**src/rtl/rgb_pwm_pkg.sv**
```systemverilog
// Shared types and helpers for the RGB PWM controller (rgb_pwm_ctrl).
// RGB_PWM_FADE_EN is the optional fade feature macro; see rgb_pwm_chan.
package rgb_pwm_pkg;

  typedef enum logic [1:0] {
    ST_OFF  = 2'd0,
    ST_WARM = 2'd1,
    ST_RUN  = 2'd2
  } state_e;

  // Width of an index over n items, never narrower than one bit.
  function automatic int clog2_min1(input int n);
    return (n <= 2) ? 1 : $clog2(n);
  endfunction

endpackage

```
**src/rtl/rgb_pwm_ctrl_if.sv**
```systemverilog
// Duty-write bus between register/config logic and rgb_pwm_ctrl.
// Handshake: wr_en is a one-cycle valid strobe with no ready; the slave accepts every strobe in every state.
interface rgb_pwm_ctrl_if
  import rgb_pwm_pkg::*;
#(
  parameter int NUM_CH = 3,
  parameter int PWM_W  = 8
);
  localparam int CH_W = clog2_min1(NUM_CH);

  logic             wr_en;
  logic [CH_W-1:0]  wr_ch;
  logic [PWM_W-1:0] wr_duty;

  modport master (output wr_en, output wr_ch, output wr_duty);
  modport slave  (input  wr_en, input  wr_ch, input  wr_duty);
endinterface

```
**src/rtl/rgb_pwm_chan.sv**
```systemverilog
// One PWM channel: shadow/active duty, boundary load (or fade step), compare and pwm flop.
// With RGB_PWM_FADE_EN defined, active walks one step per period toward shadow.
module rgb_pwm_chan #(
  parameter int PWM_W = 8
) (
  input  logic             clk,
  input  logic             rst_n,
  input  logic             wr_hit,
  input  logic [PWM_W-1:0] wr_duty,
  input  logic             load,
  input  logic             init,
  input  logic             run,
  input  logic [PWM_W-1:0] cnt,
`ifdef RGB_PWM_FADE_EN
  output logic             busy,
`endif
  output logic             pwm
);

  logic [PWM_W-1:0] shadow_q, shadow_d;
  logic [PWM_W-1:0] active_q, active_d;
  logic             pwm_q, pwm_d;

  always_comb begin
    shadow_d = shadow_q;
    if (wr_hit) shadow_d = wr_duty;
    active_d = active_q;
    // Loads read shadow_d so a write landing in the load cycle is forwarded.
`ifdef RGB_PWM_FADE_EN
    if (init) begin
      active_d = '0;
    end else if (load) begin
      if (active_q < shadow_d)      active_d = active_q + PWM_W'(1);
      else if (active_q > shadow_d) active_d = active_q - PWM_W'(1);
    end
`else
    if (init || load) active_d = shadow_d;
`endif
    pwm_d = run && (cnt < active_q);
  end

  always_ff @(posedge clk or negedge rst_n) begin
    if (!rst_n) begin
      shadow_q <= '0;
      active_q <= '0;
      pwm_q    <= 1'b0;
    end else begin
      shadow_q <= shadow_d;
      active_q <= active_d;
      pwm_q    <= pwm_d;
    end
  end

  assign pwm = pwm_q;
`ifdef RGB_PWM_FADE_EN
  assign busy = (active_q != shadow_q);
`endif

endmodule

```
**src/rtl/rgb_pwm_ctrl.sv**
```systemverilog
// Multi-channel PWM LED controller: prescaler, shared PWM counter and CURREN/RGBLEDEN sequencer.
// Optional fade (RGB_PWM_FADE_EN) adds the fade_busy output.
module rgb_pwm_ctrl
  import rgb_pwm_pkg::*;
#(
  parameter int NUM_CH    = 3,
  parameter int PWM_W     = 8,
  parameter int PRESC_DIV = 64,
  parameter int WARM_CYC  = 4800
) (
  input  logic              clk,
  input  logic              rst_n,
  input  logic              en,
  rgb_pwm_ctrl_if.slave     wr_bus,
  output logic              curren,
  output logic              rgbleden,
  output logic [NUM_CH-1:0] pwm,
  output logic              ready,
  output logic              period_start,
`ifdef RGB_PWM_FADE_EN
  output logic              fade_busy,
`endif
  output state_e            dbg_state
);

  localparam int CH_W   = clog2_min1(NUM_CH);
  localparam int PSC_W  = clog2_min1(PRESC_DIV);
  localparam int WARM_W = clog2_min1(WARM_CYC);
  localparam logic [PSC_W-1:0]  PSC_MAX  = PSC_W'(PRESC_DIV - 1);
  localparam logic [WARM_W-1:0] WARM_MAX = WARM_W'(WARM_CYC - 1);

  state_e             state_q, state_d;
  logic [WARM_W-1:0]  warm_q, warm_d;
  logic [PSC_W-1:0]   psc_q, psc_d;
  logic [PWM_W-1:0]   cnt_q, cnt_d;
  logic               curren_q, curren_d;
  logic               rgbleden_q, rgbleden_d;
  logic               period_start_q, period_start_d;
  logic               run_stay, tick, boundary, load_init;

  always_comb begin
    state_d = state_q;
    warm_d  = warm_q;
    case (state_q)
      ST_OFF: begin
        if (en) begin
          state_d = ST_WARM;
          warm_d  = '0;
        end
      end
      ST_WARM: begin
        if (!en) begin
          state_d = ST_OFF;
          warm_d  = '0;
        end else if (warm_q == WARM_MAX) begin
          state_d = ST_RUN;
          warm_d  = '0;
        end else begin
          warm_d = warm_q + WARM_W'(1);
        end
      end
      ST_RUN: begin
        if (!en) state_d = ST_OFF;
      end
      default: begin
        state_d = ST_OFF;
        warm_d  = '0;
      end
    endcase
  end

  // Counters advance only while staying in RUN, so shutdown clears them next cycle.
  always_comb begin
    run_stay  = (state_q == ST_RUN) && (state_d == ST_RUN);
    tick      = (state_q == ST_RUN) && (psc_q == PSC_MAX);
    boundary  = tick && (cnt_q == '1);
    load_init = (state_q == ST_OFF) && (state_d == ST_WARM);
    psc_d     = '0;
    cnt_d     = '0;
    if (run_stay) begin
      psc_d = tick ? '0 : psc_q + PSC_W'(1);
      cnt_d = tick ? cnt_q + PWM_W'(1) : cnt_q;
    end
    period_start_d = boundary && run_stay;
    curren_d       = (state_d != ST_OFF);
    rgbleden_d     = (state_d == ST_RUN);
  end

  always_ff @(posedge clk or negedge rst_n) begin
    if (!rst_n) begin
      state_q        <= ST_OFF;
      warm_q         <= '0;
      psc_q          <= '0;
      cnt_q          <= '0;
      curren_q       <= 1'b0;
      rgbleden_q     <= 1'b0;
      period_start_q <= 1'b0;
    end else begin
      state_q        <= state_d;
      warm_q         <= warm_d;
      psc_q          <= psc_d;
      cnt_q          <= cnt_d;
      curren_q       <= curren_d;
      rgbleden_q     <= rgbleden_d;
      period_start_q <= period_start_d;
    end
  end

`ifdef RGB_PWM_FADE_EN
  logic [NUM_CH-1:0] busy_vec;
`endif

  for (genvar i = 0; i < NUM_CH; i++) begin : g_chan
    rgb_pwm_chan #(.PWM_W(PWM_W)) u_chan (
      .clk     (clk),
      .rst_n   (rst_n),
      .wr_hit  (wr_bus.wr_en && (wr_bus.wr_ch == CH_W'(i))),
      .wr_duty (wr_bus.wr_duty),
      .load    (boundary),
      .init    (load_init),
      .run     (run_stay),
      .cnt     (cnt_q),
`ifdef RGB_PWM_FADE_EN
      .busy    (busy_vec[i]),
`endif
      .pwm     (pwm[i])
    );
  end

`ifdef RGB_PWM_FADE_EN
  assign fade_busy = |busy_vec;
`endif

  assign curren       = curren_q;
  assign rgbleden     = rgbleden_q;
  assign ready        = rgbleden_q;
  assign period_start = period_start_q;
  assign dbg_state    = state_q;

endmodule

```
**src/flat_wrapper.sv**
```systemverilog
// flat-port wrapper written by rule: the top's interface ports become plain ports
module rgb_pwm_ctrl_flat import rgb_pwm_pkg::*;
#(
  parameter int NUM_CH    = 3,
  parameter int PWM_W     = 8,
  parameter int PRESC_DIV = 64,
  parameter int WARM_CYC  = 4800
)
  (clk, rst_n, en, curren, rgbleden, pwm, ready, period_start, dbg_state, wr_bus_wr_en, wr_bus_wr_ch, wr_bus_wr_duty);
  rgb_pwm_ctrl_if #(.NUM_CH(NUM_CH), .PWM_W(PWM_W)) wr_bus_i ();
  input  logic clk;
  input  logic rst_n;
  input  logic en;
  output logic curren;
  output logic rgbleden;
  output logic [NUM_CH-1:0] pwm;
  output logic ready;
  output logic period_start;
  output state_e dbg_state;
  input wire logic [$bits(wr_bus_i.wr_en)-1:0] wr_bus_wr_en;
  input wire logic [$bits(wr_bus_i.wr_ch)-1:0] wr_bus_wr_ch;
  input wire logic [$bits(wr_bus_i.wr_duty)-1:0] wr_bus_wr_duty;
  assign wr_bus_i.wr_en = wr_bus_wr_en;
  assign wr_bus_i.wr_ch = wr_bus_wr_ch;
  assign wr_bus_i.wr_duty = wr_bus_wr_duty;
  rgb_pwm_ctrl #(.NUM_CH(NUM_CH), .PWM_W(PWM_W), .PRESC_DIV(PRESC_DIV), .WARM_CYC(WARM_CYC)) u_core (.clk(clk), .rst_n(rst_n), .en(en), .wr_bus(wr_bus_i), .curren(curren), .rgbleden(rgbleden), .pwm(pwm), .ready(ready), .period_start(period_start), .dbg_state(dbg_state));
endmodule
```
**config.mk**
```make
export PLATFORM = sky130hd
export DESIGN_NAME = rgb_pwm_ctrl_flat
export DESIGN_NICKNAME = d
export VERILOG_FILES = /design/src/rtl/rgb_pwm_pkg.sv /design/src/rtl/rgb_pwm_ctrl_if.sv /design/src/rtl/rgb_pwm_chan.sv /design/src/rtl/rgb_pwm_ctrl.sv /design/src/flat_wrapper.sv
export SDC_FILE = /design/constraint.sdc
export NUM_CORES = 1
export LEC_CHECK = 0
export ABC_AREA = 1
export BUFFER_PORTS_ARGS = -buffer_cell sky130_fd_sc_hd__clkbuf_2
export CORE_ASPECT_RATIO = 0.6
export CORE_MARGIN = 2
export CORE_UTILIZATION = 60
export CTS_BUF_LIST = sky130_fd_sc_hd__clkbuf_8 sky130_fd_sc_hd__clkbuf_16
export CTS_CLUSTER_DIAMETER = 100
export DETAILED_ROUTE_END_ITERATION = 8
export GPL_TIMING_DRIVEN = 1
export PLACE_DENSITY = 0.8
export SLEW_MARGIN = 20
export SYNTH_ARGS = -nofsm -noshare
export SYNTH_HDL_FRONTEND = slang
export SYNTH_SLANG_ARGS = --single-unit
export TNS_END_PERCENT = 30
```
**constraint.sdc**
```tcl
create_clock -name clk -period 2.22 [get_ports clk]
set_input_delay 0.111 -clock clk [delete_from_list [all_inputs] [get_ports clk]]
set_output_delay 0.111 -clock clk [all_outputs]
set_load 0.02 [all_outputs]
```
==> impl_metrics.csv, run 1 <==
group,metric,value,unit
synth,synthTopCellsByArea,"dfrtp_1 (49%), nand2_1 (14%), ha_1 (7.1%)",
run_status,status,"complete, no violations",
worst_hold_path,holdPathStages,3,
synth,async_flop_share,1.000,
synth,netlist_area,0.004215,sq mm
cells_and_area,finish.instance_area,0.004623,sq mm
global_route,grt_usage,0.2436,
power,power.leakage,2.429,nW
global_route,grt_pass1_wl,14290,um
flow_run,drv_cap,0,
critical_path,required,2.49,ns
cts,cts_num_sinks,83,
critical_path,setup.worst_path.start,"u_core.cnt_q[1]$_DFFE_PN0P_",
synth,syn_inst,515,
critical_path,r2r_slack,0.42,ns
floorplan,die_area,0.007734,sq mm
cells_and_area,final_nets,574,
power,p_per_area,805.8,mW/mm^2
sta,maxSlewViolCount,0,
cells_and_area,fillCellCount,552,
sta,timing.final.ws_setup,0.4190,ns
drt,via_per_inst,5.339,
floorplan,rows,23,
global_route,antenna_found_initial,0,
drt,drtIter0Drc,332,
sta,hold_viol_final,0,
critical_path,r2r-start,"u_core.cnt_q[1]$_DFFE_PN0P_",
synth,synth_top_area_share,0.4927,
drt,wirelength,8674,um
floorplan,io_pins,23,
placement,place_area,0.004363,sq mm
floorplan,core-area,0.006734,sq mm
sta,maxSlewHeadroom,0.5843,
sta,worst_slew_pin_slew,0.6235,ns
sta,max_freq,555.2,MHz
cts,cts_tree,"yes",
critical_path,crit_end,"u_core.g_chan[0].u_chan.active_q[5]$_DFFE_PN0P_",
critical_path,arrival,2.07,ns
synth,yosys_warnings,0,
cts,cts_buffer_depth,2,
synth,ys.flop_type,"dfrtp_1",
synth,synthesis.nets,553,
drt,m1WireLength,4507,um
cts,cts-buffers-inserted,9,
cts,htree_levels,3,
drt,wl_met2,3581,um
power,vdd_drop_max,0.5597,mV
critical_path,reg2reg_to,"u_core.g_chan[0].u_chan.active_q[5]$_DFFE_PN0P_",
sta,tns,0,ns
critical_path,cp-start-kind,"flop",
drt,routedWlPerCell,13.88,um
cts,worstSkewPairLatency,0.34,ns
floorplan,die_w,112.2,um
cts,clk_pin_slew_worst_paths,0.06,ns
synth,yosys.area.top_type,"dfrtp_1",
critical_path,criticalPathCategory,"flop to flop",
floorplan,die_h,68.93,um
synth,yosysMostFrequentCell,"nand2_1",
critical_path,ff2ff_path_depth,9,
floorplan,start_util,0.6260,
global_route,grt_pass1_vias,2881,
drt,vias,3337,
synth,ys_seq_area_frac,0.4927,
drt,dr_wl_met3,510,um
critical_path,critPathMaxFanout,26,
sta,skew,0.005120,ns
worst_hold_path,holdCritPathClass,"input pin to flop",
cells_and_area,diodes,0,
synth,ys_seq_elements,83,
sta,min_period,1.801,ns
cells_and_area,drive_gt1_frac,0.08736,
synth,netlist_top_cells_count,"nand2_1 (159), dfrtp_1 (83), inv_1 (60)",
synth,synthDistinctLibCells,30,
synth,synth-edff-count,0,
placement,numPortBuffers,22,
cells_and_area,area_growth,9.676,%
global_route,gr-total-overflow,0,
critical_path,worstSetupEndpointType,"flop",
drt,first_pass_iters,9,
placement,post-place-ws,0.4342,ns
sta,rsz0062_at_grt,"no",
drt,postRouteAntennaNets,0,
synth,syn_area_per_cell,8.185,sq um
sta,min_period_over_period,0.8113,
global_route,grt_max_degree,49,
placement,dpl.hpwl,6429,um
drt,drc,0,
placement,gp_congestion,0.8450,
drt,top_layer,"met4",
cts,root_buffer,"clkbuf_16",
sta,setup_violations,0,
==> power breakdown <==
group	total, mW	internal [mW]	switching, mW
Clock	1.30	0.756	0.540
Combinational	0.618	0.217	0.401
Sequential	1.81	1.71	0.0991
Total	3.73	2.69	1.04
==> cells in the final DEF, fill, tap and decap left out <==
cell type | synthesis | final
xnor2_1 | 1 | 1
nand3_1 | 45 | 45
nand3b_1 | 1 | 1
nand2_2 | 3 | 3
dfrtp_1 | 83 | 83
nor2_4 | 4 | 4
clkbuf_16 | 0 | 9
a21oi_1 | 17 | 17
nand2_8 | 1 | 1
ha_1 | 24 | 24
nand2_1 | 159 | 159
o21a_1 | 3 | 3
nand2_4 | 1 | 1
nand4_1 | 6 | 6
clkbuf_8 | 0 | 1
xor2_1 | 5 | 5
clkbuf_2 | 0 | 21
o21ai_0 | 29 | 29
inv_2 | 2 | 2
dlygate4sd3_1 | 0 | 1
buf_4 | 4 | 1
o21ai_1 | 3 | 3
inv_1 | 60 | 63
nor3_1 | 1 | 1
nor2_2 | 1 | 1
nor2_1 | 47 | 47
nand3_2 | 2 | 2
o31ai_1 | 1 | 1
or2_1 | 1 | 1
buf_12 | 0 | 1
o21bai_1 | 1 | 1
==> logic make-up after synthesis <==
kind of cell | count (synthesis) | share of synthesized area
AND/OR/NAND/NOR | 272 | 0.2790
AO/OA/AOI/OAI | 54 | 0.06708
buffers and inverters | 76 | 0.07747
flip-flops | 83 | 0.4927
XOR/XNOR | 6 | 0.01247
adder cells (fa/ha/maj) | 24 | 0.07124
==> layer usage <==
layer,GRT usage,up-vias
met3,0.06031,8
met4,0.08689,0
li1,-,1676
met1,0.3676,1569
met2,0.3411,84
met5,0,-
==> flip-flops by register name (all words and copies together), names as in the netlist <==
name                           cells
u_core.g_chan.u_chan.pwm           3
u_core.warm_q                     13
u_core.curren                      1
u_core.g_chan.u_chan.active_q     24
u_core.psc_q                       6
u_core.dbg_state                   2
u_core.period_start                1
u_core.g_chan.u_chan.shadow_q     24
u_core.cnt_q                       8
u_core.ready                       1
==> worst min-delay path by stage <==
stage | from | to | slack [ns]
2_1_floorplan | rst_n | u_core.cnt_q[0]$_DFFE_PN0P_ | -0.18
3_3_place_gp | rst_n | u_core.g_chan[0].u_chan.shadow_q[1]$_DFF_PN0_ | 0.17
3_5_place_dp | rst_n | u_core.g_chan[0].u_chan.shadow_q[1]$_DFF_PN0_ | 0.17
4_1_cts | en | u_core.warm_q[10]$_DFFE_PN0P_ | 0.04
5_1_grt | en | u_core.warm_q[10]$_DFFE_PN0P_ | 0.06
6_report | en | u_core.warm_q[10]$_DFFE_PN0P_ | 0.05
==> metrics by stage <==
step                hold WS (ns)  power (mW)  instances    util
CTS                      0.04487       3.748        625  0.6865
global placement          0.1656       2.414        611  0.6479
floorplan                -0.1846       2.259        515       -
finish                   0.05098       3.726        625  0.6865
global route             0.05671       3.934        625  0.6865
detailed placement        0.1677       2.447        611  0.6479
==> worst max-delay path: stages (launching register included) <==
cell	delay [ns]
dfrtp_1	0.45
ha_1	0.24
nand2_2	0.08
nor2_4	0.16
nand3_2	0.12
nor2_4	0.12
nand2_4	0.19
nand2_8	0.21
nand2_1	0.07
nand2_1	0.08
==> repair_timing <==
action / CTS / global route
resized for setup: 0 / 0
hold buffers: 1 / 0
buffers inserted: 0 / 0
hold endpoints to repair: 47 / 0
==> area by class of cell <==
cell class / instances / area, sq um / area share
Tap cell: 87 / 108.9 / 0.02355
Timing Repair Buffer: 24 / 142.6 / 0.03085
Inverter: 62 / 232.7 / 0.05034
Multi-Input combinational cell: 356 / 1812 / 0.3919
Clock buffer: 10 / 239.0 / 0.05169
Clock inverter: 3 / 11.26 / 0.002436
Sequential cell: 83 / 2077 / 0.4493
Power figures use the tool's default switching activity.
==> inputs of run 2 (changes only) <==
--- a/config.mk
+++ b/config.mk
@@ -9,12 +9,12 @@
 export BUFFER_PORTS_ARGS = -buffer_cell sky130_fd_sc_hd__clkbuf_2
 export CORE_ASPECT_RATIO = 0.6
 export CORE_MARGIN = 2
-export CORE_UTILIZATION = 60
+export CORE_UTILIZATION = 55
 export CTS_BUF_LIST = sky130_fd_sc_hd__clkbuf_8 sky130_fd_sc_hd__clkbuf_16
 export CTS_CLUSTER_DIAMETER = 100
 export DETAILED_ROUTE_END_ITERATION = 8
 export GPL_TIMING_DRIVEN = 1
-export PLACE_DENSITY = 0.8
+export PLACE_DENSITY = 0.77
 export SLEW_MARGIN = 20
 export SYNTH_ARGS = -nofsm -noshare
 export SYNTH_HDL_FRONTEND = slang
==> constraint.sdc (replaced) <==
create_clock -name clk -period 1.6 [get_ports clk]
set_input_delay 0.08 -clock clk [delete_from_list [all_inputs] [get_ports clk]]
set_output_delay 0.08 -clock clk [all_outputs]
set_load 0.02 [all_outputs]
==> run 2 against run 1 <==
- first-iteration DRC count down 15%
- design area up 11%
- sequential share of layout area down 4.5 points
- setup slack worse by 0.46 ns
- the flow now finishes with violations (negative setup slack)
- combinational power up 61%
- clock power up 58%
- non-clock buffer count up 28
- die area up 8.7%
- maximum frequency up 9.5%
- routed wire length up 19%
- register-to-register slack worse by 0.46 ns
- global-route usage up 2.8 points
==> impl_metrics.csv, run 2 (same netlist as run 1, synthesis figures left out) <==
group,metric,value,unit
run_status,status,"finished, violations left",
run_status,violations,"negative setup slack",
global_route,antenna_found_initial,0,
sta,maxSlewHeadroom,0.5486,
drt,vias,3626,
floorplan,die_h,71.81,um
drt,routedWlPerCell,15.25,um
critical_path,arrival,1.88,ns
cells_and_area,seqCellArea,0.002077,sq mm
power,total_power,5.552,mW
cts,clk_pin_slew_worst_paths,0.06,ns
drt,first_pass_iters,4,
cells_and_area,final_nets,608,
sta,min_period_over_period,1.028,
sta,hold_viol_final,0,
power,switchingPower,1.607,mW
floorplan,rows,24,
critical_path,worstSetupEndpointType,"flop",
cts,root_buffer,"clkbuf_16",
sta,min_period,1.645,ns
placement,numPortBuffers,22,
drt,postRouteAntennaNets,0,
floorplan,core-area,0.007357,sq mm
sta,timing.final.ws_setup,-0.04453,ns
sta,rsz0062_at_grt,"yes",
drt,drtIter0Drc,282,
placement,gp_congestion,0.9510,
sta,setup_violations,23,
global_route,grt_max_degree,38,
cells_and_area,fillCellCount,575,
cells_and_area,largestRegisters,"u_core.g_chan.u_chan.active_q: 24 flops, u_core.g_chan.u_chan.shadow_q: 24 flops, u_core.warm_q: 13 flops",
cts,worstSkewPairLatency,0.35,ns
sta,hold_ws,0.04195,ns
critical_path,critPathMaxFanout,13,
power,vdd_drop_max,0.7519,mV
drt,wirelength,10350,um
power,power.leakage,2.653,nW
cells_and_area,multiInputGateArea,0.002006,sq mm
drt,drc,0,
floorplan,die_w,117.0,um
flow_run,drv_cap,0,
sta,maxSlewViolCount,0,
placement,dpl.cell_count,648,
cts,htree_levels,3,
global_route,grt_pass1_wl,17150,um
power,p_clk_frac,0.369,
global_route,grt_pass1_vias,3633,
critical_path,required,1.83,ns
cells_and_area,area_growth,22.02,%
critical_path,criticalPathCategory,"flop to flop",
cells_and_area,final_util,0.6992,
sta,worst_slew_pin_slew,0.6747,ns
cts,cts_buffer_depth,2,
cts,cts_num_sinks,83,
floorplan,start_util,0.5730,
cts,cts-buffers-inserted,9,
sta,tns,-0.3250,ns
sta,skew,0.006307,ns
power,switching_share,0.2894,
worst_hold_path,holdCritPathClass,"input pin to flop",
cells_and_area,mostFrequentLayoutCell,"nand2_1",
cells_and_area,drive_gt1_frac,0.1896,
critical_path,cp-start-kind,"flop",
power,combPwrFrac,0.179,
power,p_per_area,1079,mW/mm^2
cells_and_area,mostFrequentLayoutCells,"nand2_1 (140), dfrtp_1 (83), inv_1 (60)",
placement,dpl.hpwl,6943,um
cells_and_area,layout.cells.non_filler,679,
drt,via_per_inst,5.340,
power,p_int,3.945,mW
floorplan,die_area,0.008403,sq mm
global_route,grt_usage,0.2716,
cts,cts_tree,"yes",
power,power_frac_seq,0.452,
sta,max_freq,608.1,MHz
global_route,gr-total-overflow,0,
cells_and_area,diodes,0,
floorplan,io_pins,23,
run 2: cell count changes in the layout (fill, tap and decap cells not counted), moves of 3 or more:
| cell | delta |
|---|---|
| inv_1 | -3 |
| clkbuf_8 | +3 |
| buf_12 | +3 |
| nand2_2 | +18 |
| nand2_1 | -19 |
| buf_4 | +23 |
| nand2_8 | +5 |
run 2: path summary, 6_finish.rpt:
path,end,startpoint,cells past startpoint,slack [ns]
hold / removal,u_core.warm_q[10]$_DFFE_PN0P_,en,3,0.04
setup / recovery,u_core.g_chan[2].u_chan.active_q[0]$_DFFE_PN0P_,u_core.cnt_q[1]$_DFFE_PN0P_,9,-0.04
max in group asynchronous,u_core.g_chan[1].u_chan.shadow_q[4]$_DFF_PN0_,rst_n,3,0.88
min in group asynchronous,u_core.g_chan[1].u_chan.shadow_q[1]$_DFF_PN0_,rst_n,2,0.18
hold reg to reg,u_core.g_chan[2].u_chan.shadow_q[1]$_DFF_PN0_,u_core.g_chan[2].u_chan.shadow_q[1]$_DFF_PN0_,2,0.50
setup reg to reg,u_core.g_chan[2].u_chan.active_q[0]$_DFFE_PN0P_,u_core.cnt_q[1]$_DFFE_PN0P_,9,-0.04
run 2: timing repair:
| action | CTS | global route |
|---|---|---|
| endpoints found under the hold margin | 67 | 0 |
| hold buffers | 1 | 0 |
| endpoints found under the setup margin | 26 | 37 |
| cloned | 4 | 2 |
| resized for setup | 5 | 28 |
| pin swaps | 1 | 6 |
| setup buffers | 3 | 5 |
run 2: per-stage QoR:
stage          instance area [sq um]  setup slack (ns)
2_1_floorplan                   4215            0.1036
3_3_place_gp                    4547          0.008966
3_5_place_dp                    4547          -0.06257
4_1_cts                         4952         -0.006203
5_1_grt                         5144          -0.09825
6_report                        5144          -0.04453
run 2: final cells by class:
type,count,share of cell area
sequential,83,0.4038
timing repair buffer,52,0.07735
clock buffer,13,0.05449
clock inverter,3,0.003892
inverter,62,0.04524
tap,104,0.02530
multi-input combinational,362,0.3899
run 2: power groups by stage:
stage | Clock, mW | Combinational, mW | Sequential, mW
floorplan | 0 | 0.621 | 2.51
global route | 2.17 | 1.13 | 2.54
global placement | 0 | 0.851 | 2.54
detailed placement | 0 | 0.908 | 2.54
CTS | 2.09 | 0.929 | 2.51
finish | 2.05 | 0.992 | 2.51
run 2: critical path, stage by stage, from the launching register on:
cell and delay [ns]:
dfrtp_1 0.36, ha_2 0.21, nand2_2 0.07, nor2_4 0.11
nand3_2 0.11, nor2_4 0.18, buf_6 0.17, nand2_4 0.13
nand3_1 0.11, nand2_1 0.08
run 2: layer usage:
layer	routed length [um]	track usage
met3	735	0.07614
met4	182	0.08497
met2	4489	0.3834
met1	4946	0.4071
met5	0	0
